## src/rtl/key_event_reader_if.sv

```systemverilog
// Event handshake between the key event reader (slave) and the game/judge consumer (master).
interface key_event_reader_if;
  logic       EV_RDY;
  logic       EV_ACK;
  logic [1:0] EV_LANE;
  logic       EV_PRESS;

  modport slave  (output EV_RDY, output EV_LANE, output EV_PRESS, input  EV_ACK);
  modport master (input  EV_RDY, input  EV_LANE, input  EV_PRESS, output EV_ACK);
endinterface

```

## src/rtl/key_event_reader.sv

```systemverilog
// Debounces four key lanes, turns stable transitions into press/release events
// and queues them in a show-ahead FIFO drained by a ready/ack handshake.
module key_event_reader #(
  parameter int DEBOUNCE_CYCLES = 4,
  parameter int FIFO_DEPTH      = 4
) (
  input  logic                C,
  input  logic                INIT_N,
  input  logic [3:0]          KEY,
  input  logic                OVF_CLR,
  output logic [3:0]          KEY_STABLE,
  output logic                OVF,
  key_event_reader_if.slave   ev
);

  localparam int PW = (FIFO_DEPTH > 1) ? $clog2(FIFO_DEPTH) : 1;
  localparam int CW = PW + 1;

  logic [3:0]    stable_q, stable_d;
  logic [3:0]    pend_q, pend_d;
  logic [3:0]    dir_q, dir_d;
  logic [2:0]    cnt_q [4];
  logic [2:0]    cnt_d [4];
  logic [PW-1:0] wr_q, wr_d, rd_q, rd_d;
  logic [CW-1:0] count_q, count_d;
  logic          ovf_q, ovf_d;
  logic [2:0]    mem_q [FIFO_DEPTH];

  logic [1:0]    sel;
  logic          any_pend, full, pop, push, overwrite;
  logic [2:0]    head;

  // Push arbitration looks only at the pending state from before this edge.
  always_comb begin
    sel      = '0;
    any_pend = |pend_q;
    for (int i = 3; i >= 0; i--) begin
      if (pend_q[i]) sel = 2'(i);
    end
    full = (count_q == CW'(FIFO_DEPTH));
    pop  = ev.EV_ACK && (count_q != '0);
    push = any_pend && (!full || pop);
  end

  always_comb begin
    stable_d  = stable_q;
    pend_d    = pend_q;
    dir_d     = dir_q;
    overwrite = 1'b0;
    if (push) pend_d[sel] = 1'b0;
    for (int i = 0; i < 4; i++) begin
      cnt_d[i] = '0;
      if (KEY[i] != stable_q[i]) begin
        if (cnt_q[i] == 3'(DEBOUNCE_CYCLES - 1)) begin
          stable_d[i] = ~stable_q[i];
          dir_d[i]    = ~stable_q[i];
          pend_d[i]   = 1'b1;
          // An event still waiting (and not leaving this edge) gets replaced.
          if (pend_q[i] && !(push && sel == 2'(i))) overwrite = 1'b1;
        end else begin
          cnt_d[i] = cnt_q[i] + 3'd1;
        end
      end
    end
    ovf_d = overwrite ? 1'b1 : (OVF_CLR ? 1'b0 : ovf_q);
    wr_d  = push ? wr_q + PW'(1) : wr_q;
    rd_d  = pop  ? rd_q + PW'(1) : rd_q;
    unique case ({push, pop})
      2'b10:   count_d = count_q + CW'(1);
      2'b01:   count_d = count_q - CW'(1);
      default: count_d = count_q;
    endcase
  end

  always_ff @(posedge C or negedge INIT_N) begin
    if (!INIT_N) begin
      stable_q <= '0;
      pend_q   <= '0;
      dir_q    <= '0;
      for (int i = 0; i < 4; i++) cnt_q[i] <= '0;
      wr_q     <= '0;
      rd_q     <= '0;
      count_q  <= '0;
      ovf_q    <= 1'b0;
    end else begin
      stable_q <= stable_d;
      pend_q   <= pend_d;
      dir_q    <= dir_d;
      for (int i = 0; i < 4; i++) cnt_q[i] <= cnt_d[i];
      wr_q     <= wr_d;
      rd_q     <= rd_d;
      count_q  <= count_d;
      ovf_q    <= ovf_d;
    end
  end

  // Storage needs no reset: the head is masked whenever the queue is empty.
  always_ff @(posedge C) begin
    if (push) mem_q[wr_q] <= {sel, dir_q[sel]};
  end

  assign head        = mem_q[rd_q];
  assign ev.EV_RDY   = (count_q != '0);
  assign ev.EV_LANE  = ev.EV_RDY ? head[2:1] : 2'b00;
  assign ev.EV_PRESS = ev.EV_RDY ? head[0]   : 1'b0;
  assign KEY_STABLE  = stable_q;
  assign OVF         = ovf_q;

endmodule

```

## src/flat_wrapper.sv

```systemverilog
// flat-port wrapper written by rule: the top's interface ports become plain ports
module key_event_reader_flat 
#(
  parameter int DEBOUNCE_CYCLES = 4,
  parameter int FIFO_DEPTH      = 4
)
  (C, INIT_N, KEY, OVF_CLR, KEY_STABLE, OVF, ev_EV_RDY, ev_EV_LANE, ev_EV_PRESS, ev_EV_ACK);
  key_event_reader_if ev_i ();
  input  logic C;
  input  logic INIT_N;
  input  logic [3:0] KEY;
  input  logic OVF_CLR;
  output logic [3:0] KEY_STABLE;
  output logic OVF;
  output wire logic [$bits(ev_i.EV_RDY)-1:0] ev_EV_RDY;
  output wire logic [$bits(ev_i.EV_LANE)-1:0] ev_EV_LANE;
  output wire logic [$bits(ev_i.EV_PRESS)-1:0] ev_EV_PRESS;
  input wire logic [$bits(ev_i.EV_ACK)-1:0] ev_EV_ACK;
  assign ev_EV_RDY = ev_i.EV_RDY;
  assign ev_EV_LANE = ev_i.EV_LANE;
  assign ev_EV_PRESS = ev_i.EV_PRESS;
  assign ev_i.EV_ACK = ev_EV_ACK;
  key_event_reader #(.DEBOUNCE_CYCLES(DEBOUNCE_CYCLES), .FIFO_DEPTH(FIFO_DEPTH)) u_core (.C(C), .INIT_N(INIT_N), .KEY(KEY), .OVF_CLR(OVF_CLR), .KEY_STABLE(KEY_STABLE), .OVF(OVF), .ev(ev_i));
endmodule
```

## config.mk

```make
export PLATFORM = sky130hd
export DESIGN_NAME = key_event_reader_flat
export DESIGN_NICKNAME = d
export VERILOG_FILES = /design/src/rtl/key_event_reader_if.sv /design/src/rtl/key_event_reader.sv /design/src/flat_wrapper.sv
export SDC_FILE = /design/constraint.sdc
export NUM_CORES = 1
export LEC_CHECK = 0
export ABC_CLOCK_PERIOD_IN_PS = 2400
export CAP_MARGIN = 20
export CELL_PAD_IN_SITES_DETAIL_PLACEMENT = 2
export CELL_PAD_IN_SITES_GLOBAL_PLACEMENT = 2
export CORE_MARGIN = 2
export CORE_UTILIZATION = 35
export CTS_CLUSTER_SIZE = 14
export DETAILED_ROUTE_END_ITERATION = 8
export GPL_TIMING_DRIVEN = 0
export PLACE_DENSITY = 0.82
export SLEW_MARGIN = 25
export SYNTH_ARGS = -nofsm -noshare
export SYNTH_HDL_FRONTEND = slang
export SYNTH_SLANG_ARGS = --single-unit
```

## constraint.sdc

```tcl
create_clock -name C -period 2.4 [get_ports C]
set_input_delay 0.48 -clock C [delete_from_list [all_inputs] [get_ports C]]
set_output_delay 0.48 -clock C [all_outputs]
set_load 0.02 [all_outputs]
```

# --- Word level (Yosys, flattened, before mapping) ---
# Memories as Yosys holds them, arrays and structs flattened.
# Cells that the tools add are included.
op_classes:
  add_sub_neg: 8
  mul: 0
  n_div: 0
  order_cmp: 2
  n_eq_ne: 14
  shift: 0
  mux: 44
  bitwise: 6
  reduce_logical: 26
op_table:
  columns: ["cell", "count"]
  rows:
  - ["$mux W1", 27]
  - ["$mux W3", 8]
  - ["$add A3 B1 Y3 const B", 5]
  - ["$eq A3 B2 Y1 const B", 4]
  - ["$logic_and A1 B1 Y1", 11]
  - ["$mux W2", 5]
  - ["$reduce_and A2 Y1", 4]
  - ["$eq A2 B2 Y1 const B", 3]
  - ["$pmux W3 S2", 1]
  - ["$logic_not A1 Y1", 5]
  - ["$add A2 B1 Y2 const B", 2]
  - ["$and A4 B4 Y4", 1]
  - ["$eq A2 B1 Y1 const B", 2]
  - ["$mux W4", 1]
  - ["$ne A1 B1 Y1", 4]
  - ["$not A1 Y1", 4]
  - ["$not A4 Y4", 1]
  - ["$reduce_bool A2 Y1", 2]
  - ["$reduce_or A4 Y1", 1]
  - ["$eq A3 B3 Y1 const B", 1]
  - ["$lt A2 B3 Y1 const B", 1]
  - ["$reduce_bool A3 Y1", 1]
  - ["$sub A3 B1 Y3 const B", 1]
  - ["$bmux W1 S2", 1]
  - ["4 further kinds", 4]
totals:
  ff_bits: 28
  latch_bits: 0
  ram_bits: 12
  romBits: 0
  output_inout_bits: 9
  word_cells: 114
  mem_count: 1
mem_list:
  columns: ["memory", "depth", "word_bits", "rd", "rd_clocked_by_memory_dff", "write_ports", "line_no", "text"]
  rows:
  - ["u_core.mem_q", 4, 3, 1, 0, 1, "key_event_reader.sv:27", "logic [2:0] mem_q [FIFO_DEPTH];"]

# --- Depth between registers and ports, before layout ---
logic_depth:
  depth_word: 21
  mapped_depth: 10
  depth_no_buf: 9

# --- Worst setup path after synthesis ---
# Ideal clock, no wire load.
synth_path:
  path_kind: "input-to-reg"
  from: "in ev_EV_ACK"
  to: "reg u_core.count_q[2]"
  setup_time_ps: 79
  arrival_time_ps: 2037
  t_required_ps: 2321
  setup_slack_ps: 284
  stages: 9
  path_cell_list: "nor4b_4 a21oi_1 inv_1 ha_1 inv_1 fa_1 xor2_1 nor2_1 xor2_1"
synth_between:
  elab_chain_cells: 5
synth_rtl:
  columns: ["item", "line_no", "text"]
  rows:
  - ["from (decl)", "flat_wrapper.sv:18", "input wire logic [$bits(ev_i.EV_ACK)-1:0] ev_EV_ACK;"]
  - ["$logic_and A1 B1 Y1 (*)", "key_event_reader.sv:41", "pop = ev.EV_ACK && (count_q != '0);"]
  - ["$logic_or A1 B1 Y1", "key_event_reader.sv:42", "push = any_pend && (!full || pop);"]
  - ["$logic_and A1 B1 Y1", "key_event_reader.sv:42", null]
  - ["$eq A2 B1 Y1 / $eq A2 B2 Y1 (equally long branches)", "key_event_reader.sv:68", "unique case ({push, pop})"]
  - ["$pmux W3 S2 / $reduce_bool A2 Y1 (equally long branches)", null, null]
  - ["to (signal assigned)", "key_event_reader.sv:92", "count_q <= count_d;"]
  - ["to (decl)", "key_event_reader.sv:25", "logic [CW-1:0] count_q, count_d;"]
# Mark *: on every way between the ends. The rest lies on a longest branch, timed or not.
# A chain may end at the register's enable or synchronous reset.

# --- Worst setup path after layout ---
layout_path:
  from: "reg u_core.rd_q[0]"
  to: "out ev_EV_LANE[1]"
layout_between:
  elab_chain_cells: 2
layout_rtl:
  columns: ["item", "line_no", "text"]
  rows:
  - ["from (decl)", "key_event_reader.sv:24", "logic [PW-1:0] wr_q, wr_d, rd_q, rd_d;"]
  - ["from (signal assigned)", "key_event_reader.sv:91", "rd_q <= rd_d;"]
  - ["$mem_v2 Z4 W3", null, null]
  - ["$mux W2", "key_event_reader.sv:104", "assign ev.EV_LANE = ev.EV_RDY ? head[2:1] : 2'b00;"]
  - ["to (decl)", "flat_wrapper.sv:16", "output wire logic [$bits(ev_i.EV_LANE)-1:0] ev_EV_LANE;"]
# No other way between the ends.

==> implementation parameters <==
Parameter                              Value

Clocking
  Number of buffers added by the clock tree synthesis step    5
  CTS tree    built
  Clk buf depth    2
  H-tree depth reported by CTS    2
  Clock net sink count    40
  Clock-pin slew on the worst setup and hold paths    around 0.080 ns
  Insertion delay of the later-clocked pin in the worst-skew pair    ~0.29 ns
  Root Buffer    sky130_fd_sc_hd__clkbuf_8

Routing
  Detailed Route Iter0 Violations    17
  Routed Antenna Nets    0
  Average wire per standard cell    ~16 um
  Total wirelength of the detailed-routed design    ~3700 um
  Via density per instance    4.82
  Number of optimization iterations in the first detailed-route pass    4
  Number of vias after detailed routing    approximately 1100
  Final routed DRC violation total    0

Synth
  Net Count, Synth    between 150 and 200
  Top cells by count, synth    sky130_fd_sc_hd__dfrtp_1, sky130_fd_sc_hd__edfxtp_1, sky130_fd_sc_hd__and2_1, sky130_fd_sc_hd__ha_1, sky130_fd_sc_hd__nor2_1
  Total of flip-flops plus latches after synthesis    40
  Adder-Cell Fraction of Synth Area    7.17%
  Synth async-reset ratio    70.0%
  Mapped Cells    140
  Dominant combinational cell family by area after synthesis    simple AND/OR/NAND/NOR gates
  Area fraction in compound gates after synthesis    around 4.6%
  Mapped cell area    1850 um^2
  Simple-gate area share of the yosys netlist    15.4%
  Most numerous cell in the Yosys netlist    sky130_fd_sc_hd__dfrtp_1
  Avg Cell Area, Syn    13.2 um^2
  Xor and xnor fraction of the mapped netlist area    under 10%
  Sequential fraction of the synthesis area    57.3%
  Post-synth top area share    37.9%
  Synth Warn #    0
  Most frequently used flop master after synthesis    sky130_fd_sc_hd__dfrtp_1
  Number of distinct library cells after synthesis    35
  Mux share of post-synthesis cell area    6.63%
  Dominant cells by area after synthesis    sky130_fd_sc_hd__dfrtp_1, sky130_fd_sc_hd__edfxtp_1, sky130_fd_sc_hd__ha_1
  Number of synthesized flops with an enable pin    12
  Yosys top cell by area    sky130_fd_sc_hd__dfrtp_1

Die
  Die H    ~77 um
  Number of top-level design ports    17
  Initial core utilization    36.2%
  Cell row count    26
  Die Span X    76.7 um
  Core outline area    5110 um^2
  Die area    5890 um^2

Final layout
  Final #Nets    182
  Area taken by flip-flops and latches    1060 um^2
  Filler instances    522
  Fraction of final layout cells with drive strength greater than 1    17.0%
  Antenna cells    0
  Area Overhead vs Synth    20.0%
  Total area of multi-input combinational cells    753 um^2

Power
  Pwr Density    around 1200 nW/um^2
  Leakage Power    about 0.96 nW
  Largest vdd supply drop    0.000433 V
  Internal Power    ~1.8 mW
  Combinational fraction of design power    between 30 and 40%
  Switching Fraction    35.1%
  Clock network power share    between 10% and 20%
  Sequential share of power    40.7%
  P_sw    ~950 uW

Place
  Port bufs    16
  Final weighted congestion of routability-driven global placement    0.727
  Post-placement setup slack    -0.540 ns
  DP Wirelength    2840 um

Job
  Maxcap violations    0

STA
  Final setup violation count    0
  Worst rel slew slack    58.5%
  Crit share post-route    about 95%
  Worst Max-Slew Pin Slew    around 0.62 ns
  Fin Clk Skew    0.00918 ns
  Post-layout min period    2.29 ns
  Endpoints failing hold    0
  Final worst setup slack    between 0.1 and 0.15 ns
  Pins over their slew limit    0
  Max Freq    around 440 MHz
  Sum Neg Setup Slack    0 ns
  RSZ-0062 raised after global routing    false

Global route
  Largest net degree at the start of global routing    29
  GR Util All Layers    14.8%
  Number of global-route vias before repair    1347
  Grt ovf    0
  Initial antenna violation count    0
  Global-route wire length before repair    6800 um

Worst hold path
  Kind of path behind the tightest hold check    in2async

Setup path
  Highest fanout seen on the critical path    5
  Endpoint type of the worst setup path    output port
  Required time of the worst setup path    1.92 ns
  Setup crit start kind    flop
  CP arrival    1.81 ns
  Startpoint-to-endpoint class of the critical path    reg2out

Outcome
  Status    finished clean
==> area by class of cell <==
cell class | count | share of cell area, %
Sequential cell | 40 | 47.8
Multi-Input combinational cell | 90 | 33.9
Timing Repair Buffer | 17 | 7.27
Tap cell | 70 | 3.94
Clock buffer | 6 | 3.27
Clock inverter | 2 | 1.58
Inverter | 7 | 1.18
Buffer | 3 | 1.07
==> critical path, stage by stage (launching register included) <==
cell                            delay, ns
sky130_fd_sc_hd__dfrtp_1             0.33
sky130_fd_sc_hd__buf_2               0.19
sky130_fd_sc_hd__mux4_2              0.52
sky130_fd_sc_hd__and2_1              0.17
sky130_fd_sc_hd__dlygate4sd2_1       0.31
==> placed cells by master, fill, tap and decap left out, drive strengths merged, types with 2 or more instances in the layout <==
master and count:
ha 9, a32oi 2, clkbuf 6, buf 5
nand2 7, xor2 6, mux2 4, inv 7
nor3 4, nor3b 5, clkdlybuf4s50 11, o31ai 2
edfxtp 12, o21ai 4, dlygate4sd2 3, nor2 8
nor2b 5, xnor2 7, nand2b 2, mux4 3
dfrtp 28, and2 11
==> metal layers <==
metal / share of wire [%] / up-vias / GRT usage [%]
met5: 0 / - / 0
met4: 1.1 / 0 / 3.82
met3: 3.8 / 6 / 3.53
met2: 55 / 19 / 27.5
met1: 40 / 574 / 16.7
li1: - / 533 / -
==> timing repair <==
action                     in CTS  in global routing
setup endpoints to repair       5                  1
gates resized for setup         4                  3
pin swaps                       1                  1
hold buffers                    0                  0
buffers inserted                1                  0
==> sequential cells by signal (all words and copies together), names as in the netlist <==
name               cells
u_core.rd_q            2
u_core.wr_q            2
u_core.OVF             1
u_core.count_q         3
u_core.cnt_q          12
u_core.dir_q           3
u_core.mem_q          12
u_core.KEY_STABLE      1
u_core.pend_q          4
==> power by group through the flow <==
| stage | Sequential [mW] | Combinational (mW) | Clock, mW |
|---|---|---|---|
| 6_report | 1.10 | 1.06 | 0.536 |
| 4_1_cts | 1.10 | 1.08 | 0.551 |
| 5_1_grt | 1.14 | 1.21 | 0.577 |
| 2_1_floorplan | 1.11 | 0.693 | 0 |
| 3_3_place_gp | 1.09 | 0.996 | 0 |
| 3_5_place_dp | 1.12 | 1.08 | 0 |
==> stage by stage <==
| stage | utilization (%) | hold slack [ns] | instances | cell area [um^2] | total power [mW] |
|---|---|---|---|---|---|
| finish | 43.5 | 0.200 | 235 | 2220 | 2.70 |
| global route | 43.5 | 0.255 | 235 | 2220 | 2.93 |
| CTS | 43.2 | 0.236 | 235 | 2210 | 2.73 |
| detailed placement | 41.0 | 0.427 | 226 | 2090 | 2.20 |
| global placement | 41.1 | 0.417 | 226 | 2100 | 2.09 |
| floorplan | - | 0.184 | 140 | 1850 | 1.80 |
==> final timing paths <==
kind,startpoint,depth (start not counted),end,slack (ns)
max reg2reg,u_core.count_q[0]$_DFFE_PN0P_,9,u_core.count_q[2]$_DFFE_PN0P_,0.23
max in group asynchronous,INIT_N,1,u_core.KEY_STABLE[0]$_DFFE_PN0P_,1.78
max,u_core.rd_q[0]$_DFFE_PN0P_,4,ev_EV_LANE[1],0.11
min,INIT_N,1,u_core.wr_q[1]$_DFFE_PN0P_,0.20
min reg2reg,u_core.cnt_q[9]$_DFF_PN0_,1,u_core.cnt_q[9]$_DFF_PN0_,0.44
min in group C,u_core.cnt_q[9]$_DFF_PN0_,1,u_core.cnt_q[9]$_DFF_PN0_,0.44
==> cells by family after synthesis <==
kind of cell | count (synthesis)
AO/OA/AOI/OAI | 12
XOR/XNOR | 13
adder cells (fa/ha/maj) | 10
buffers and inverters | 10
flip-flops | 40
multiplexers | 8
AND/OR/NAND/NOR | 47
Power figures use the tool's default switching activity.
